--- src/rtl/shape_drawer_if.sv ---
// Box-draw handshake between the display FSM (master) and the shape drawer
// (slave), together with the pixel-write signals that go on to the VGA adapter.
interface shape_drawer_if #(
  parameter int COLOUR_W = 3
);
  logic                loadStartAddress;
  logic                startingAddressLoaded;
  logic [7:0]          startX;
  logic [7:0]          startY;
  logic [COLOUR_W-1:0] colourIn;
  logic [7:0]          x;
  logic [7:0]          y;
  logic [COLOUR_W-1:0] colour;
  logic                plot;
  logic                busy;
  logic                shapeDone;

  // Display FSM side: presents the origin/colour and starts a box.
  modport master (
    output loadStartAddress, startingAddressLoaded, startX, startY, colourIn,
    input  x, y, colour, plot, busy, shapeDone
  );

  // Drawer side: consumes the request and produces the pixel stream.
  modport slave (
    input  loadStartAddress, startingAddressLoaded, startX, startY, colourIn,
    output x, y, colour, plot, busy, shapeDone
  );
endinterface

--- src/rtl/shape_drawer.sv ---
// Shape drawer: latches a box origin and colour, then emits a solid
// BOX_W x BOX_H rectangle one pixel per clock in raster order. Pixels that
// fall off the SCREEN_W x SCREEN_H grid still take their cycle but are not
// plotted, so the box always takes the same number of cycles. shapeDone
// pulses for one cycle after the last pixel.
module shape_drawer #(
  parameter int BOX_W    = 16,
  parameter int BOX_H    = 8,
  parameter int SCREEN_W = 240,
  parameter int SCREEN_H = 180,
  parameter int COLOUR_W = 3
) (
  input  logic          clock,
  input  logic          resetn,
  shape_drawer_if.slave bus
);

  localparam int CXW = (BOX_W > 1) ? $clog2(BOX_W) : 1;
  localparam int CYW = (BOX_H > 1) ? $clog2(BOX_H) : 1;

  typedef enum logic [1:0] {
    S_IDLE,
    S_DRAW,
    S_DONE
  } state_t;

  state_t              state_q;
  logic [7:0]          ox_q;
  logic [7:0]          oy_q;
  logic [COLOUR_W-1:0] col_q;
  logic [CXW-1:0]      cx_q;
  logic [CYW-1:0]      cy_q;
  logic [CXW-1:0]      cx_d;
  logic [CYW-1:0]      cy_d;
  logic [7:0]          x_q;
  logic [7:0]          y_q;
  logic [COLOUR_W-1:0] colour_q;
  logic                plot_q;
  logic                done_q;

  logic [8:0]          sumX;
  logic [8:0]          sumY;
  logic                onScreen;
  logic                lastX;
  logic                lastY;

  // Pixel address for the current scan position, its clip test and the raster-order counter advance.
  always_comb begin
    sumX     = 9'(ox_q) + 9'(cx_q);
    sumY     = 9'(oy_q) + 9'(cy_q);
    onScreen = (sumX < 9'(SCREEN_W)) && (sumY < 9'(SCREEN_H));
    lastX    = (cx_q == CXW'(BOX_W - 1));
    lastY    = (cy_q == CYW'(BOX_H - 1));
    cx_d     = lastX ? '0 : cx_q + CXW'(1);
    cy_d     = lastX ? cy_q + CYW'(1) : cy_q;
  end

  // Control FSM with registered pixel outputs; the origin only loads while idle so it never moves mid-box.
  always_ff @(posedge clock or negedge resetn) begin
    if (!resetn) begin
      state_q  <= S_IDLE;
      ox_q     <= '0;
      oy_q     <= '0;
      col_q    <= '0;
      cx_q     <= '0;
      cy_q     <= '0;
      x_q      <= '0;
      y_q      <= '0;
      colour_q <= '0;
      plot_q   <= 1'b0;
      done_q   <= 1'b0;
    end else begin
      case (state_q)
        S_IDLE: begin
          plot_q <= 1'b0;
          done_q <= 1'b0;
          if (bus.loadStartAddress) begin
            ox_q  <= bus.startX;
            oy_q  <= bus.startY;
            col_q <= bus.colourIn;
          end
          if (bus.startingAddressLoaded) begin
            state_q <= S_DRAW;
            cx_q    <= '0;
            cy_q    <= '0;
          end
        end
        S_DRAW: begin
          x_q      <= sumX[7:0];
          y_q      <= sumY[7:0];
          colour_q <= col_q;
          plot_q   <= onScreen;
          cx_q     <= cx_d;
          cy_q     <= cy_d;
          if (lastX && lastY) begin
            state_q <= S_DONE;
          end
        end
        S_DONE: begin
          plot_q  <= 1'b0;
          done_q  <= 1'b1;
          state_q <= S_IDLE;
        end
        default: begin
          state_q <= S_IDLE;
        end
      endcase
    end
  end

  assign bus.x         = x_q;
  assign bus.y         = y_q;
  assign bus.colour    = colour_q;
  assign bus.plot      = plot_q;
  assign bus.shapeDone = done_q;
  assign bus.busy      = (state_q != S_IDLE);

endmodule

--- src/flat_wrapper.sv ---
// flat-port wrapper written by rule: the top's interface ports become plain ports
module shape_drawer_flat 
#(
  parameter int BOX_W    = 16,
  parameter int BOX_H    = 8,
  parameter int SCREEN_W = 240,
  parameter int SCREEN_H = 180,
  parameter int COLOUR_W = 3
)
  (clock, resetn, bus_loadStartAddress, bus_startingAddressLoaded, bus_startX, bus_startY, bus_colourIn, bus_x, bus_y, bus_colour, bus_plot, bus_busy, bus_shapeDone);
  shape_drawer_if #(.COLOUR_W(COLOUR_W)) bus_i ();
  input  logic clock;
  input  logic resetn;
  input wire logic [$bits(bus_i.loadStartAddress)-1:0] bus_loadStartAddress;
  input wire logic [$bits(bus_i.startingAddressLoaded)-1:0] bus_startingAddressLoaded;
  input wire logic [$bits(bus_i.startX)-1:0] bus_startX;
  input wire logic [$bits(bus_i.startY)-1:0] bus_startY;
  input wire logic [$bits(bus_i.colourIn)-1:0] bus_colourIn;
  output wire logic [$bits(bus_i.x)-1:0] bus_x;
  output wire logic [$bits(bus_i.y)-1:0] bus_y;
  output wire logic [$bits(bus_i.colour)-1:0] bus_colour;
  output wire logic [$bits(bus_i.plot)-1:0] bus_plot;
  output wire logic [$bits(bus_i.busy)-1:0] bus_busy;
  output wire logic [$bits(bus_i.shapeDone)-1:0] bus_shapeDone;
  assign bus_i.loadStartAddress = bus_loadStartAddress;
  assign bus_i.startingAddressLoaded = bus_startingAddressLoaded;
  assign bus_i.startX = bus_startX;
  assign bus_i.startY = bus_startY;
  assign bus_i.colourIn = bus_colourIn;
  assign bus_x = bus_i.x;
  assign bus_y = bus_i.y;
  assign bus_colour = bus_i.colour;
  assign bus_plot = bus_i.plot;
  assign bus_busy = bus_i.busy;
  assign bus_shapeDone = bus_i.shapeDone;
  shape_drawer #(.BOX_W(BOX_W), .BOX_H(BOX_H), .SCREEN_W(SCREEN_W), .SCREEN_H(SCREEN_H), .COLOUR_W(COLOUR_W)) u_core (.clock(clock), .resetn(resetn), .bus(bus_i));
endmodule
--- config.mk ---
export PLATFORM = sky130hd
export DESIGN_NAME = shape_drawer_flat
export DESIGN_NICKNAME = d
export VERILOG_FILES = /design/src/rtl/shape_drawer_if.sv /design/src/rtl/shape_drawer.sv /design/src/flat_wrapper.sv
export SDC_FILE = /design/constraint.sdc
export NUM_CORES = 1
export LEC_CHECK = 0
export ABC_CLOCK_PERIOD_IN_PS = 2500
export CAP_MARGIN = 40
export CELL_PAD_IN_SITES_DETAIL_PLACEMENT = 0
export CELL_PAD_IN_SITES_GLOBAL_PLACEMENT = 2
export CORE_ASPECT_RATIO = 1.5
export CORE_UTILIZATION = 25
export DETAILED_ROUTE_END_ITERATION = 8
export PLACE_DENSITY = 0.61
export SLEW_MARGIN = 5
export SYNTH_ARGS = -nofsm -noshare
export SYNTH_HDL_FRONTEND = slang
export SYNTH_SLANG_ARGS = --single-unit
--- constraint.sdc ---
create_clock -name clock -period 2.5 [get_ports clock]
set_input_delay 0.25 -clock clock [delete_from_list [all_inputs] [get_ports clock]]
set_output_delay 0.25 -clock clock [all_outputs]
set_load 0.005 [all_outputs]
==> impl_metrics.tcl, run 1 <==
set metrics [dict create \
    p_total_mw 3.41 \
    crit_chain "ha_1 -> inv_1 -> fa_1 -> nand2b_1 -> xnor2_1 -> nand2_1 -> o22ai_1 -> o41a_2 -> o31ai_2" \
    worst_slew_pin_slew_ps 652 \
    hold_buffers 0 \
    r2r_cells 9 \
    cellLeakagePower_nw 1.34 \
    ir_drop_v 0.000496 \
    core_area_um2 9690 \
    die_h_um 124 \
    ys_ff_latch 49 \
    dr.first_iter.drc_count 21 \
    crit_fanout 4 \
    numCtsBuffers 5 \
    worstSetupPathType "reg -> reg" \
    hold_viol_final 0 \
    vias_per_cell 4.53 \
    p_per_area_nw_per_um2 1070 \
    antenna_cells 0 \
    yosysMostFrequentCell "nand2_1" \
    period_needed_ps 2270 \
    p_sw_frac 0.322 \
    dieArea_um2 10300 \
    setup-violations-final 0 \
    drtAntennaViolNets 0 \
    pwr-share-clk 0.235 \
    fmax_mhz 441 \
    placed_area_um2 3030 \
    r2r_end "u_core.bus.plot$_DFFE_PN0P_" \
    worst_path_largest_cell_delay_ps 390 \
    utilization 0.330 \
    area_delta_synth_final_pct 28.8 \
    seq_power_share 0.411 \
    combPwrFrac 0.354 \
    antenna_found_initial 0 \
    clkSlewWorstSetupHoldPaths_ps 70 \
    synth_top_flop_cell "dfrtp_1" \
    grt_pass1_wl_um 9320 \
    crit_path_end_kind "flip-flop" \
    route.detailed.drc 0 \
    htree_num_levels 2 \
    slew_headroom 0.565 \
    run_status "completed" \
    port-buffer-count 44 \
    synth_top_area_cell "dfrtp_1" \
    rrSetupSlack_ps 230 \
    synth_nets 276 \
    async_flop_share 1.00 \
    finalCritPeriodShare 0.907 \
    crit_required_ps 2700 \
    grt_start_max_net_pins 50 \
    fillers 1011 \
    place.detailed.hpwl_um 4060 \
    hold_class "in -> async" \
    cp_slowest_cell "dfrtp_1" \
    wl_per_cell_um 14.2 \
    clockRootBuffer "clkbuf_16" \
    layout.nets 320 \
    grt_pass1_vias 1868 \
    synth-warning-count 0 \
    rsz0062_at_grt "false" \
    drive_above_1_share 0.136 \
    wirelength_um 5680 \
    cp_data_arrival_time_ps 2470 \
    synth.area.top_cells "dfrtp_1 49%, mux2_2 8.2%, nand2_1 8.0%" \
    yosysSeqAreaShare 0.494 \
    clk_path_buf_depth 2 \
    num_vias 1817 \
    syn-cell-area_um2 2480 \
    worst-path-buf-inv 1 \
    ioPinCount 45 \
    synth_cell_types 41 \
    rows 44 \
    start_util 0.256 \
    rr_startpoint "u_core.cy_q[0]$_DFFE_PN0P_" \
    hold_ws_ps 66.5 \
    track_usage 0.117 \
    fin_skew_ps 9.95 \
    final_max_slew_viol_count 0 \
    cts_tree "yes" \
    postCtsSetupRepairBufs 0 \
    yosys-top-cells-count "53 x nand2_1, 49 x dfrtp_1, 24 x o21ai_0" \
    worst_setup_path_start_kind "flip-flop" \
    gr-total-overflow 0 \
    placedCellCount 393 \
    avgSynthCellArea_um2 10.3 \
    cts.sinks 49 \
    pre_cts_ws_ps 238 \
    ctsResizeCount 0 \
    clkLatencyLatePin_ps 300 \
    die_w_um 83.4 \
    setup_slack_ps 233 \
    synth_cells 241 \
    drv_cap 0 \
    cpLargestDelayFamily "compound AO/OA/AOI/OAI gates" \
    intPower_mw 2.31 \
    tns_ps 0 \
    gp_congestion 0.762 \
    instances_no_fill 401 \
    synth_edf_count 0 \
    dr.pass1.iters 4 \
    switching_power_mw 1.10 \
    final_cell_area_um2 3200 \
    yosysTopAreaCellShare 0.494 \
]
[cell families (layout without fill, tap and decap cells)]
logic type	after synthesis	count (layout)	share of synthesized area
adder cells (fa/ha/maj)	12	12	0.0665
multiplexers	20	20	0.0897
AND/OR/NAND/NOR	85	85	0.152
AO/OA/AOI/OAI	41	41	0.109
XOR/XNOR	13	13	0.0459
flip-flops	49	49	0.494
buffers and inverters	21	66	0.0433
[worst reg2reg max path: cells and delay by family, from the launching register on]
| kind | cells | cell delay (ps) |
|---|---|---|
| adders and majority gates | 2 | 590 |
| and+or+nand+nor | 2 | 300 |
| AOI/OAI and AO/OA | 3 | 690 |
| xor gates and xnor gates | 1 | 150 |
| DFF | 1 | 390 |
| buffers and inverters | 1 | 60 |
[cells in the final DEF, fill, tap and decap left out, types with 2 or more instances in the layout]
| master | count |
|---|---|
| nand4_1 | 2 |
| ha_1 | 10 |
| clkbuf_16 | 5 |
| fa_1 | 2 |
| nor2_1 | 10 |
| o2111ai_1 | 2 |
| xnor2_1 | 4 |
| o31ai_1 | 2 |
| nand2b_1 | 4 |
| buf_4 | 5 |
| xor2_1 | 9 |
| and3_1 | 2 |
| nand2_1 | 53 |
| nand3_1 | 6 |
| mux2_2 | 18 |
| dfrtp_1 | 49 |
| mux2i_1 | 2 |
| o21a_1 | 2 |
| o21ai_0 | 24 |
| o31ai_2 | 2 |
| a21oi_1 | 2 |
| clkdlybuf4s50_1 | 43 |
| inv_1 | 9 |
[per-layer routing]
metal	track usage	routed length [um]
met1	0.127	2350
met2	0.222	3080
met3	0.0239	148
met5	0	0
met4	0.0485	100
[registers in the layout (all words and copies together) (netlist names)]
signal	cells
u_core.bus.colour	3
u_core.bus.plot	1
u_core.bus.shapeDone	1
u_core.bus.x	8
u_core.bus.y	8
u_core.col_q	3
u_core.cx_q	4
u_core.cy_q	3
u_core.ox_q	8
u_core.oy_q	8
u_core.state_q	2
[how the worst max path moves through the flow]
stage | startpoint | to | slack [ps] | cells after the start
2_1_floorplan | u_core.cy_q[0]$_DFFE_PN0P_ | u_core.bus.plot$_DFFE_PN0P_ | 390 | 9
3_3_place_gp | u_core.cy_q[0]$_DFFE_PN0P_ | u_core.bus.plot$_DFFE_PN0P_ | 280 | 9
3_5_place_dp | u_core.cy_q[0]$_DFFE_PN0P_ | u_core.bus.plot$_DFFE_PN0P_ | 240 | 9
4_1_cts | u_core.cy_q[0]$_DFFE_PN0P_ | u_core.bus.plot$_DFFE_PN0P_ | 220 | 9
5_1_grt | u_core.cy_q[0]$_DFFE_PN0P_ | u_core.bus.plot$_DFFE_PN0P_ | 80 | 9
6_report | u_core.cy_q[0]$_DFFE_PN0P_ | u_core.bus.plot$_DFFE_PN0P_ | 230 | 9
[layout make-up]
| type | count | area (um2) | area share |
|---|---|---|---|
| multi-input cells | 171 | 1150 | 0.359 |
| flip-flops and latches | 49 | 1230 | 0.383 |
| clock buffers | 7 | 143 | 0.0446 |
| inverters | 9 | 33.8 | 0.0106 |
| well taps | 115 | 144 | 0.0450 |
| clock inverters | 1 | 30.0 | 0.00939 |
| repair buffers | 49 | 473 | 0.148 |
[power groups by stage]
stage	registers [mW]	logic [mW]	clock network (mW)
finish	1.40	1.21	0.801
global route	1.46	1.37	0.854
CTS	1.41	1.24	0.826
detailed placement	1.42	1.23	0
global placement	1.41	1.22	0
floorplan	1.31	0.799	0
No activity file was read; power rests on OpenSTA's default activity.
==> run 2: changes to the inputs <==
--- a/config.mk
+++ b/config.mk
@@ -5,7 +5,7 @@
 export SDC_FILE = /design/constraint.sdc
 export NUM_CORES = 1
 export LEC_CHECK = 0
-export ABC_CLOCK_PERIOD_IN_PS = 2500
+export ABC_CLOCK_PERIOD_IN_PS = 2700
 export CAP_MARGIN = 40
 export CELL_PAD_IN_SITES_DETAIL_PLACEMENT = 0
 export CELL_PAD_IN_SITES_GLOBAL_PLACEMENT = 2
==> constraint.sdc (replaced) <==
create_clock -name clock -period 2.7 [get_ports clock]
set_input_delay 0.27 -clock clock [delete_from_list [all_inputs] [get_ports clock]]
set_output_delay 0.27 -clock clock [all_outputs]
set_load 0.005 [all_outputs]
==> impl_metrics.tcl, run 2 (synthesis results as in run 1) <==
set metrics [dict create \
    tns_ps 0 \
    wl_per_cell_um 14.1 \
    area_delta_synth_final_pct 29.5 \
    worstSetupPathType "reg -> reg" \
    die_h_um 124 \
    finalCritPeriodShare 0.836 \
    port-buffer-count 44 \
    num_vias 1815 \
    rr_startpoint "u_core.cy_q[0]$_DFFE_PN0P_" \
    rsz0062_at_grt "false" \
    pre_cts_ws_ps 432 \
    drtAntennaViolNets 0 \
    ioPinCount 45 \
    route.detailed.drc 0 \
    worst_slew_pin_slew_ps 554 \
    grt_start_max_net_pins 22 \
    grt_pass1_vias 1892 \
    wirelength_um 5700 \
    numCtsBuffers 5 \
    grt_pass1_wl_um 9730 \
    hold_viol_final 0 \
    layout.nets 322 \
    fin_skew_ps 9.28 \
    period_needed_ps 2260 \
    clkSlewWorstSetupHoldPaths_ps 70 \
    setup_slack_ps 443 \
    track_usage 0.122 \
    hold_buffers 1 \
    clkLatencyLatePin_ps 300 \
    cellLeakagePower_nw 1.35 \
    worst_setup_path_start_kind "flip-flop" \
    core_area_um2 9690 \
    die_w_um 83.4 \
    cts.sinks 49 \
    crit_fanout 4 \
    crit_required_ps 2910 \
    utilization 0.332 \
    drv_cap 0 \
    dr.first_iter.drc_count 53 \
    cts_tree "yes" \
    final_max_slew_viol_count 0 \
    ctsResizeCount 0 \
    start_util 0.256 \
    ir_drop_v 0.000437 \
    fmax_mhz 443 \
    run_status "completed" \
    clk_path_buf_depth 2 \
    postCtsSetupRepairBufs 0 \
    dieArea_um2 10300 \
    htree_num_levels 2 \
    clockRootBuffer "clkbuf_16" \
    vias_per_cell 4.50 \
    place.detailed.hpwl_um 4210 \
    antenna_found_initial 0 \
    hold_class "in -> async" \
    rows 44 \
    drive_above_1_share 0.139 \
    crit_path_end_kind "flip-flop" \
    setup-violations-final 0 \
    fillers 1025 \
    antenna_cells 0 \
    dr.pass1.iters 4 \
    gr-total-overflow 0 \
    r2r_end "u_core.bus.plot$_DFFE_PN0P_" \
    r2r_cells 9 \
    gp_congestion 0.764 \
    p_per_area_nw_per_um2 981 \
    cp_data_arrival_time_ps 2460 \
    layout_common_cells "53 x nand2_1, 49 x dfrtp_1, 43 x clkdlybuf4s50_1, 24 x o21ai_0, 18 x mux2_2" \
    layout_commonest_cell "nand2_1" \
    rrSetupSlack_ps 440 \
    slew_headroom 0.630 \
]
-- run 2: layout make-up --
class | count | area (um2) | share of cell area
clock buffer | 7 | 143 | 0.0444
clock inverter | 1 | 30.0 | 0.00934
inverter | 9 | 33.8 | 0.0105
multi-input combinational | 171 | 1150 | 0.357
sequential | 49 | 1230 | 0.381
tap | 115 | 144 | 0.0447
timing repair buffer | 51 | 490 | 0.153
-- run 2: per-layer routing --
metal,GRT usage,vias to the layer above,part of all wire
met5,0,-,0
met4,0.0485,0,0.017
met3,0.0205,6,0.024
met2,0.226,26,0.54
met1,0.140,869,0.42
li1,-,914,-
-- run 2: where the power goes --
part	total (mW)	switching [mW]	leakage [nW]	internal (mW)
clock	0.744	0.281	0.0841	0.464
combinational	1.12	0.470	0.680	0.650
sequential	1.29	0.263	0.589	1.03
-- run 2: through the flow --
step	cells	instance area, um2	hold WS, ps	power, mW
after floorplan	241	2480	-25.6	1.95
after global routing	403	3220	464	3.44
final	403	3220	420	3.16
after detailed placement	394	3030	202	2.46
after CTS	403	3220	425	3.23
after global placement	394	3030	198	2.45
-- run 2: how the worst max path moves through the flow --
stage	from	to	slack, ps	cells after the start
floorplan	u_core.cy_q[0]$_DFFE_PN0P_	u_core.bus.plot$_DFFE_PN0P_	590	9
global placement	u_core.cy_q[0]$_DFFE_PN0P_	u_core.bus.plot$_DFFE_PN0P_	490	9
detailed placement	u_core.cy_q[0]$_DFFE_PN0P_	u_core.bus.plot$_DFFE_PN0P_	430	9
CTS	u_core.cy_q[0]$_DFFE_PN0P_	u_core.bus.plot$_DFFE_PN0P_	410	9
global route	u_core.cy_q[0]$_DFFE_PN0P_	u_core.bus.plot$_DFFE_PN0P_	250	9
finish	u_core.cy_q[0]$_DFFE_PN0P_	u_core.bus.plot$_DFFE_PN0P_	440	9
-- run 2: critical path, cell delays in order (launching register included) --
cell      delay (ps)
dfrtp_1          390
ha_1             200
inv_1             60
fa_1             390
nand2b_1         220
xnor2_1          150
nand2_1           70
o22ai_1           70
o41a_2           390
o31ai_2          230
==> run 3: changes to the inputs <==
--- a/config.mk
+++ b/config.mk
@@ -5,14 +5,14 @@
 export SDC_FILE = /design/constraint.sdc
 export NUM_CORES = 1
 export LEC_CHECK = 0
-export ABC_CLOCK_PERIOD_IN_PS = 2700
+export ABC_CLOCK_PERIOD_IN_PS = 1900
 export CAP_MARGIN = 40
 export CELL_PAD_IN_SITES_DETAIL_PLACEMENT = 0
 export CELL_PAD_IN_SITES_GLOBAL_PLACEMENT = 2
 export CORE_ASPECT_RATIO = 1.5
 export CORE_UTILIZATION = 25
 export DETAILED_ROUTE_END_ITERATION = 8
-export PLACE_DENSITY = 0.61
+export PLACE_DENSITY = 0.63
 export SLEW_MARGIN = 5
 export SYNTH_ARGS = -nofsm -noshare
 export SYNTH_HDL_FRONTEND = slang
==> constraint.sdc (replaced) <==
create_clock -name clock -period 1.9 [get_ports clock]
set_input_delay 0.19 -clock clock [delete_from_list [all_inputs] [get_ports clock]]
set_output_delay 0.19 -clock clock [all_outputs]
set_load 0.005 [all_outputs]
==> impl_metrics.tcl, run 3 (synthesis results as in run 1) <==
set metrics [dict create \
    worst_setup_path_start_kind "flip-flop" \
    wl_per_cell_um 13.0 \
    gr-total-overflow 0 \
    cts.sinks 49 \
    crit_required_ps 2100 \
    setup_slack_ps -106 \
    ioPinCount 45 \
    numCtsBuffers 5 \
    ir_drop_v 0.000546 \
    layout_commonest_cell "nand2_1" \
    htree_num_levels 2 \
    cts_tree "yes" \
    core_area_um2 9690 \
    period_needed_ps 2010 \
    grt_pass1_wl_um 9050 \
    cellLeakagePower_nw 1.50 \
    hold_class "in -> async" \
    place.detailed.hpwl_um 4100 \
    run_status "finished, violations left" \
    setup-violations-final 1 \
    dieArea_um2 10300 \
    layout.nets 348 \
    worst_slew_pin_slew_ps 505 \
    rsz0062_at_grt "true" \
    placedCellCount 418 \
    die_h_um 124 \
    instances_no_fill 429 \
    multi_input_area_um2 1220 \
    clockRootBuffer "clkbuf_16" \
    final_max_slew_viol_count 0 \
    vias_per_cell 4.49 \
    fillers 989 \
    ff_latch_area_um2 1230 \
    dr.pass1.iters 4 \
    crit_fanout 3 \
    cp_data_arrival_time_ps 2210 \
    clkLatencyLatePin_ps 290 \
    finalCritPeriodShare 1.06 \
    grt_start_max_net_pins 23 \
    num_vias 1927 \
    antenna_found_initial 0 \
    rows 44 \
    die_w_um 83.4 \
    tns_ps -106 \
    clk_path_buf_depth 2 \
    p_per_area_nw_per_um2 1370 \
    worstSetupPathType "reg -> reg" \
    layout_common_cells "53 x nand2_1, 49 x dfrtp_1, 43 x clkdlybuf4s50_1, 31 x buf_4, 20 x o21ai_0" \
    gp_congestion 0.736 \
    grt_pass1_vias 1861 \
    route.detailed.drc 0 \
    drive_above_1_share 0.261 \
    start_util 0.256 \
    hold_ws_ps 404 \
    track_usage 0.112 \
    drtAntennaViolNets 0 \
    wirelength_um 5560 \
    crit_path_end_kind "flip-flop" \
    port-buffer-count 44 \
    drv_cap 0 \
    clkSlewWorstSetupHoldPaths_ps 70 \
    antenna_cells 0 \
    fmax_mhz 498 \
    slew_headroom 0.663 \
    fin_skew_ps 4.13 \
    dr.first_iter.drc_count 66 \
    area_delta_synth_final_pct 40.1 \
    hold_viol_final 0 \
    violations "negative setup slack" \
]
run 3: cell types whose count changed in the layout (fill, tap and decap cells not counted), sizes merged:
cell / previous run / this run
clkinv: 0 / 1
buf: 7 / 33
bufinv: 1 / 0
run 3: final cells by class:
class,instances,share of cell area
Clock buffer,7,0.0439
Tap cell,115,0.0414
Multi-Input combinational cell,171,0.350
Clock inverter,1,0.00144
Timing Repair Buffer,77,0.201
Inverter,9,0.00971
Sequential cell,49,0.353
run 3: worst max-delay path, cell delays in order (launching register included):
cell and delay (ps):
dfrtp_1 350, ha_2 190, inv_2 40, fa_2 360, nand2b_4 170, xnor2_1 120, nand2_1 60, o22ai_1 70
o41a_2 390, o31ai_2 170
run 3: per-stage QoR:
step	util	setup WS, ps	total power, mW	instance area [um2]
2_1_floorplan	-	-79.4	2.79	2490
3_3_place_gp	0.334	-91.5	3.72	3240
3_5_place_dp	0.334	-92.2	3.74	3240
4_1_cts	0.353	-82.9	4.75	3420
5_1_grt	0.359	-166	5.13	3480
6_report	0.359	-106	4.78	3480
run 3: report_power, final:
part / leakage, nW / internal (mW) / switching [mW]
sequential: 0.589 / 1.46 / 0.324
combinational: 0.827 / 1.21 / 0.833
clock: 0.0799 / 0.558 / 0.395
total: 1.50 / 3.23 / 1.55
run 3: final timing paths:
check,startpoint,to,cells past startpoint,slack (ps)
min in group clock,bus_startX[1],u_core.ox_q[1]$_DFFE_PN0P_,3,450
max in group asynchronous,resetn,u_core.cy_q[1]$_DFFE_PN0P_,3,870
worst max-delay path,u_core.cy_q[0]$_DFFE_PN0P_,u_core.bus.plot$_DFFE_PN0P_,9,-110
worst max register to register,u_core.cy_q[0]$_DFFE_PN0P_,u_core.bus.plot$_DFFE_PN0P_,9,-110
worst min-delay path,resetn,u_core.bus.y[4]$_DFFE_PN0P_,2,400
worst min register to register,u_core.col_q[1]$_DFFE_PN0P_,u_core.bus.colour[1]$_DFFE_PN0P_,2,470
run 3: per-layer routing:
layer,vias up,wire length (um),global-route usage
met5,-,0,0
met1,923,2400,0.129
met3,8,172,0.0225
met2,35,2870,0.200
met4,0,116,0.0517
li1,961,-,-
run 3: what timing repair did:
item                                   4_1_cts  5_1_grt
hold buffers                                 1        0
buffers inserted                             0        2
setup endpoints to repair                    3        6
gates resized for setup                      4       12
endpoints found under the hold margin       18        0
gates cloned                                 0        0
pin swaps                                    1        7
